**src/rtl/l15_req_arbiter_pkg.sv**
```systemverilog
// Shared definitions for the L1.5 request arbiter: source port indices,
// port-id type and arbiter FSM states.
package l15_req_arbiter_pkg;

    localparam int NUM_PORTS = 6;

    localparam int ICACHE    = 0;
    localparam int DCACHE    = 1;
    localparam int WBUF      = 2;
    localparam int UNC_READ  = 3;
    localparam int UNC_WRITE = 4;
    localparam int AMO       = 5;

    typedef logic [$clog2(NUM_PORTS)-1:0] req_portid_t;

    typedef enum logic {
        IDLE = 1'b0,
        HOLD = 1'b1
    } arb_state_t;

endpackage

```
**src/rtl/l15_credit_counter.sv**
```systemverilog
// Per-port outstanding-request counter: counts L1.5 header acks up and
// L1.5 returns down, flags returns that arrive with nothing outstanding.
module l15_credit_counter #(
    parameter  int MaxOutstanding = 4,
    localparam int CntW           = $clog2(MaxOutstanding + 1)
) (
    input  logic            clk,
    input  logic            rst_n,
    input  logic            inc,
    input  logic            rtrn,
    output logic [CntW-1:0] cnt_next,
    output logic            has_credit,
    output logic            err
);

    logic [CntW-1:0] cnt;
    logic            dec;

    always_comb begin
        dec        = rtrn && (cnt != '0);
        err        = rtrn && (cnt == '0);
        cnt_next   = cnt + CntW'(inc) - CntW'(dec);
        has_credit = int'(cnt_next) < MaxOutstanding;
    end

    always_ff @(posedge clk or negedge rst_n) begin
        if (!rst_n) begin
            cnt <= '0;
        end else begin
            cnt <= cnt_next;
        end
    end

endmodule

```
**src/rtl/l15_req_arbiter.sv**
```systemverilog
// Fixed-priority arbiter in front of the L1.5 request port with per-port
// credit tracking. Define L15_REQ_ARB_STARVE_GUARD_EN to add age-based
// starvation override.
//
// state | meaning
// IDLE  | no request presented to L1.5; grant combinationally if any port eligible
// HOLD  | l15_val_o high with latched payload/portid until header ack
module l15_req_arbiter
    import l15_req_arbiter_pkg::*;
#(
    parameter int NumPorts       = 6,
    parameter int PayloadWidth   = 128,
    parameter int MaxOutstanding = 4,
    parameter int StarveLimit    = 16
) (
    input  logic                             clk_i,
    input  logic                             rst_ni,
    input  logic [NumPorts-1:0]              req_valid_i,
    output logic [NumPorts-1:0]              req_ready_o,
    input  logic [NumPorts*PayloadWidth-1:0] req_payload_i,
    output logic                             l15_val_o,
    output logic [PayloadWidth-1:0]          l15_payload_o,
    output logic [$clog2(NumPorts)-1:0]      l15_portid_o,
    input  logic                             l15_header_ack_i,
    input  logic                             rtrn_val_i,
    input  logic [$clog2(NumPorts)-1:0]      rtrn_portid_i,
    output logic                             credit_err_o,
    output logic                             busy_o
);

    localparam int PidW = $clog2(NumPorts);
    localparam int CntW = $clog2(MaxOutstanding + 1);

    if (MaxOutstanding < 1 || StarveLimit < 1) begin : g_bad_cfg
        $error("l15_req_arbiter: MaxOutstanding and StarveLimit must be >= 1");
    end

    arb_state_t                     state;
    logic [NumPorts-1:0]            has_credit;
    logic [NumPorts-1:0]            cnt_err;
    logic [NumPorts-1:0][CntW-1:0]  cnt_next;
    logic [NumPorts-1:0]            elig;
    logic [NumPorts-1:0]            pick;
    logic [PidW-1:0]                gnt_idx;
    logic [PayloadWidth-1:0]        gnt_payload;
    logic                           any_elig;
    logic                           arb_en;
    logic                           hold_next;
    logic                           busy_next;
    logic                           pid_bad;

    for (genvar p = 0; p < NumPorts; p++) begin : g_cnt
        l15_credit_counter #(
            .MaxOutstanding(MaxOutstanding)
        ) u_cnt (
            .clk        (clk_i),
            .rst_n      (rst_ni),
            .inc        ((state == HOLD) && l15_header_ack_i && (l15_portid_o == PidW'(p))),
            .rtrn       (rtrn_val_i && (rtrn_portid_i == PidW'(p))),
            .cnt_next   (cnt_next[p]),
            .has_credit (has_credit[p]),
            .err        (cnt_err[p])
        );
    end

    assign elig     = req_valid_i & has_credit;
    assign any_elig = |elig;
    // Re-arbitration happens in IDLE and on the ack cycle of HOLD.
    assign arb_en   = (state == IDLE) || l15_header_ack_i;
    assign pid_bad  = rtrn_val_i && (32'(rtrn_portid_i) >= NumPorts);

`ifdef L15_REQ_ARB_STARVE_GUARD_EN
    localparam int AgeW = $clog2(StarveLimit + 1);

    logic [NumPorts-1:0][AgeW-1:0] age;
    logic [NumPorts-1:0]           starved;

    always_comb begin
        for (int p = 0; p < NumPorts; p++) begin
            starved[p] = elig[p] && (age[p] == AgeW'(StarveLimit));
        end
        pick = (|starved) ? starved : elig;
    end

    always_ff @(posedge clk_i or negedge rst_ni) begin
        if (!rst_ni) begin
            age <= '0;
        end else begin
            for (int p = 0; p < NumPorts; p++) begin
                if (!req_valid_i[p] || req_ready_o[p]) begin
                    age[p] <= '0;
                end else if (elig[p] && (age[p] != AgeW'(StarveLimit))) begin
                    age[p] <= age[p] + AgeW'(1);
                end
            end
        end
    end
`else
    assign pick = elig;
`endif

    always_comb begin
        gnt_idx = '0;
        for (int p = NumPorts - 1; p >= 0; p--) begin
            if (pick[p]) begin
                gnt_idx = PidW'(p);
            end
        end
        gnt_payload = req_payload_i[int'(gnt_idx) * PayloadWidth +: PayloadWidth];
        req_ready_o = (rst_ni && arb_en && any_elig) ? (NumPorts'(1) << gnt_idx) : '0;
        hold_next   = arb_en ? any_elig : 1'b1;
        busy_next   = hold_next;
        for (int p = 0; p < NumPorts; p++) begin
            busy_next = busy_next || (cnt_next[p] != '0);
        end
    end

    always_ff @(posedge clk_i or negedge rst_ni) begin
        if (!rst_ni) begin
            state         <= IDLE;
            l15_val_o     <= 1'b0;
            l15_payload_o <= '0;
            l15_portid_o  <= '0;
            credit_err_o  <= 1'b0;
            busy_o        <= 1'b0;
        end else begin
            busy_o <= busy_next;
            if (pid_bad || (|cnt_err)) begin
                credit_err_o <= 1'b1;
            end
            case (state)
                IDLE: begin
                    if (any_elig) begin
                        state         <= HOLD;
                        l15_val_o     <= 1'b1;
                        l15_payload_o <= gnt_payload;
                        l15_portid_o  <= gnt_idx;
                    end
                end
                HOLD: begin
                    if (l15_header_ack_i) begin
                        if (any_elig) begin
                            l15_payload_o <= gnt_payload;
                            l15_portid_o  <= gnt_idx;
                        end else begin
                            state     <= IDLE;
                            l15_val_o <= 1'b0;
                        end
                    end
                end
                default: begin
                    state     <= IDLE;
                    l15_val_o <= 1'b0;
                end
            endcase
        end
    end

endmodule
```
**config.mk**
```make
export PLATFORM = sky130hd
export DESIGN_NAME = l15_req_arbiter
export DESIGN_NICKNAME = d
export VERILOG_FILES = /design/src/rtl/l15_req_arbiter_pkg.sv /design/src/rtl/l15_credit_counter.sv /design/src/rtl/l15_req_arbiter.sv
export SDC_FILE = /design/constraint.sdc
export NUM_CORES = 1
export LEC_CHECK = 0
export BUFFER_PORTS_ARGS = -buffer_cell sky130_fd_sc_hd__buf_2
export CAP_MARGIN = 20
export CORE_AREA = 10 10 348 350
export DETAILED_ROUTE_END_ITERATION = 8
export DIE_AREA = 0 0 358 360
export PLACE_DENSITY = 0.37
export SYNTH_ARGS = -nofsm -noshare
export SYNTH_HDL_FRONTEND = slang
export SYNTH_SLANG_ARGS = --single-unit
```
**constraint.sdc**
```tcl
create_clock -name clk_i -period 4.3 [get_ports clk_i]
set_input_delay 0.43 -clock clk_i [delete_from_list [all_inputs] [get_ports clk_i]]
set_output_delay 0.43 -clock clk_i [all_outputs]
set_load 0.1 [all_outputs]
```
==> summary.md <==
| Metric | Value |
|---|---|
| Hold Crit Class | `primary input to flop` |
| HPWL Detailed | `approximately 90000 um` |
| Rel. slew slack | `between 30% and 40%` |
| List of most frequent post-synthesis cells | `153 x dfrtp_1, 140 x clkbuf_1, 135 x nor2_1, 130 x and3_1` |
| Worst EP required | `4.68 ns` |
| Fin crit period | `between 4 and 5 ns` |
| CP delay by family, top | `compound AO/OA/AOI/OAI gates` |
| CP peak stage delay | `around 0.70 ns` |
| EDFF count, synth | `0` |
| Number of fill cells in the layout | `between 10000 and 15000` |
| Area contributors post-synth | `dfrtp_1 29%, o311a_1 9.7%, a2111oi_0 7.9%` |
| # H-tree levels | `4` |
| Total CTS buffers | `17` |
| RSZ-0062 raised after global routing | `false` |
| Via count | `~18000` |
| Antenna Violating Nets Remaining | `0` |
| Drt via density | `4.55` |
| Final hold vios | `0` |
| Num Clock Sinks | `between 150 and 200` |
| Max Fanout on Critical Path | `84` |
| Critical path type | `flop to flop` |
| Yosys warning total | `0` |
| Worst path slowest cell | `a2111oi_0` |
| Setup crit end kind | `flop` |
| 1st-iter DRT viols | `roughly 1400` |
| Cell taking the most area after synthesis | `dfrtp_1` |
| Most common cell in the synthesized netlist | `dfrtp_1` |
| Measured slew at the worst slew-check pin | `about 1.0 ns` |
| Final Max Slew Viols | `0` |
| Post-Syn Nets | `2317` |
| WL final | `111000 um` |
| Cell depth of the worst hold path | `3` |
| Area Overhead vs Synth | `63.1%` |
| Most used DFF post-synth | `dfrtp_1` |
| Vias in the first global route | `~19000` |
| Initial Utilization | `11.6%` |
| Fin crit share | `97.5%` |
| Initial antenna violation count | `52` |
| # nets final | `~3200` |
| Worst Clk Skew | `between 0.015 and 0.02 ns` |
| FMAX | `239 MHz` |
| Width of the die | `roughly 360 um` |
| First-pass GRT wire length | `151000 um` |
| Die H | `between 300 and 400 um` |
| Longest Clk Path Bufs | `2` |
| Largest net degree at the start of global routing | `85` |
| Arrival time worst endpoint | `4.57 ns` |
| Final setup viols | `0` |
| Drt drc | `0` |
| Cell row count | `124` |
| Post-route setup slack | `roughly 0.11 ns` |
| IO Port Bufs | `920` |
| Synth unique cells | `49` |
| Seq cells post-synth | `roughly 150` |
| Crit path cell chain | `nor3_2, nor4b_1, ha_1, inv_1, ha_1, fa_1, xnor3_2, buf_4, a2bb2oi_4, buf_12, and3_1, a2111oi_0, buf_4, a211oi_1` |
| Ys async rst share | `100%` |
| R2R depth | `14` |
| Synth Instances | `between 1500 and 2000` |
| Crit start category | `flop` |
| Die Area | `~0.13 mm2` |
| Num ports | `just over 900` |
| DR pass1 iterations | `6` |
| Core area | `between 0.1 and 0.15 mm2` |
| Max Cap Viol | `0` |
| Total grt overflow | `0` |
| Share of cells above drive strength 1 | `about 50%` |
| Worst-skew pair later-pin latency | `slightly above 0.5 ns` |
| TritonCTS clock tree | `built` |
| Clock Tree Root | `clkbuf_16` |
| Crit path buf inv count | `4` |
| GRT Util Overall | `between 10% and 20%` |
| Status | `finished, final reports clean` |
| Post-Place Setup Slack | `-0.432 ns` |
| Critical path depth | `14` |
| Sequential element share of the synthesized area | `slightly below 30%` |
| Yosys top cell area share | `28.9%` |
| WL/cell | `27.9 um` |
| Syn Area/Cell | `roughly 8.7 um2` |
| Netlist Area Pre-Place | `approximately 0.013 mm2` |
| Final Wtd Congestion | `about 0.88` |
| Worst-path clk slew | `0.09 ns` |
-- state kept, by name (all words and copies together) (netlist names) --
register         count
credit_err_o         1
l15_val_o            1
busy_o               1
state                1
l15_payload_o      128
g_cnt.u_cnt.cnt     18
l15_portid_o         3
-- stage by stage --
stage	util [%]	hold WS [ns]	TNS (ns)	area (um2)	cells
2_1_floorplan	-	0.134	0	13300	1518
5_1_grt	19.0	0.130	0	21600	3976
4_1_cts	18.8	0.0997	-0.0498	21400	3949
6_report	19.0	0.165	0	21600	3979
3_3_place_gp	18.1	0.379	-0.946	20600	3909
3_5_place_dp	18.1	0.377	-1.31	20600	3909
-- cell families (layout without fill, tap and decap cells) --
group | Yosys count | after routing | synth area share (%)
AOI/OAI and AO/OA | 533 | 533 | 36.9
xor gates and xnor gates | 6 | 6 | 1.05
adders and majority gates | 18 | 18 | 2.04
buffers and inverters | 240 | 1169 | 8.26
DFF | 153 | 153 | 28.9
muxes | 3 | 3 | 0.236
other | 0 | 20 | 0
and+or+nand+nor | 565 | 565 | 22.6
-- final timing paths --
path	startpoint	to	slack [ns]
max	g_cnt[0].u_cnt.cnt[2]$_DFF_PN0_	l15_payload_o[11]$_DFFE_PN0P_	0.11
min	req_payload_i[187]	l15_payload_o[59]$_DFFE_PN0P_	0.16
max reg2reg	g_cnt[0].u_cnt.cnt[2]$_DFF_PN0_	l15_payload_o[11]$_DFFE_PN0P_	0.11
min reg2reg	l15_payload_o[50]$_DFFE_PN0P_	l15_payload_o[50]$_DFFE_PN0P_	0.56
max in group asynchronous	rst_ni	l15_payload_o[113]$_DFFE_PN0P_	2.01
min in group asynchronous	rst_ni	g_cnt[3].u_cnt.cnt[2]$_DFF_PN0_	0.48
-- cell usage in the layout, fill, tap and decap left out, types with 5 or more instances in the layout --
master and n:
o311a_1 128, a221oi_2 29, a2111oi_2 12, a2111oi_1 6, fa_1 6, ha_1 12
a211oi_1 128, nor2_1 132, diode_2 20, nor3_2 5, inv_1 27, dfrtp_1 150
buf_4 155, a221oi_1 99, clkbuf_16 18, and3_1 129, buf_12 35, a2111oi_0 109
nand3_1 128, and2_1 128, buf_2 914, nand2_1 15
-- cell type report --
class	instances	area, um2	area share [%]
sequential	153	3830	17.7
clock inverter	11	136	0.631
clock buffer	21	470	2.18
inverter	28	110	0.509
antenna	20	50.0	0.232
multi-input combinational	1125	8570	39.6
timing repair buffer	1109	6550	30.3
tap	1512	1890	8.75
-- timing repair --
item / CTS / global route
pin swaps: 6 / 7
resized for setup: 15 / 9
hold buffers: 1 / 0
setup buffers: 5 / 9
gates cloned: 2 / 1
endpoints found under the hold margin: 31 / 0
setup endpoints to repair: 9 / 41
-- worst min-delay path, stage by stage --
cell and delay (ns):
buf_2 0.09, nand3_1 0.05, a211oi_1 0.07
-- metal layers --
metal | global-route usage (%) | vias up | wire, um
met5 | 0 | - | 264
met4 | 5.42 | 40 | 2730
met3 | 4.81 | 143 | 8560
met2 | 26.9 | 858 | 53400
met1 | 19.9 | 9089 | 46100
li1 | - | 7978 | -
Power is not shown: default switching activity piles up to over one toggle a cycle in this logic, so the estimate is an artifact.
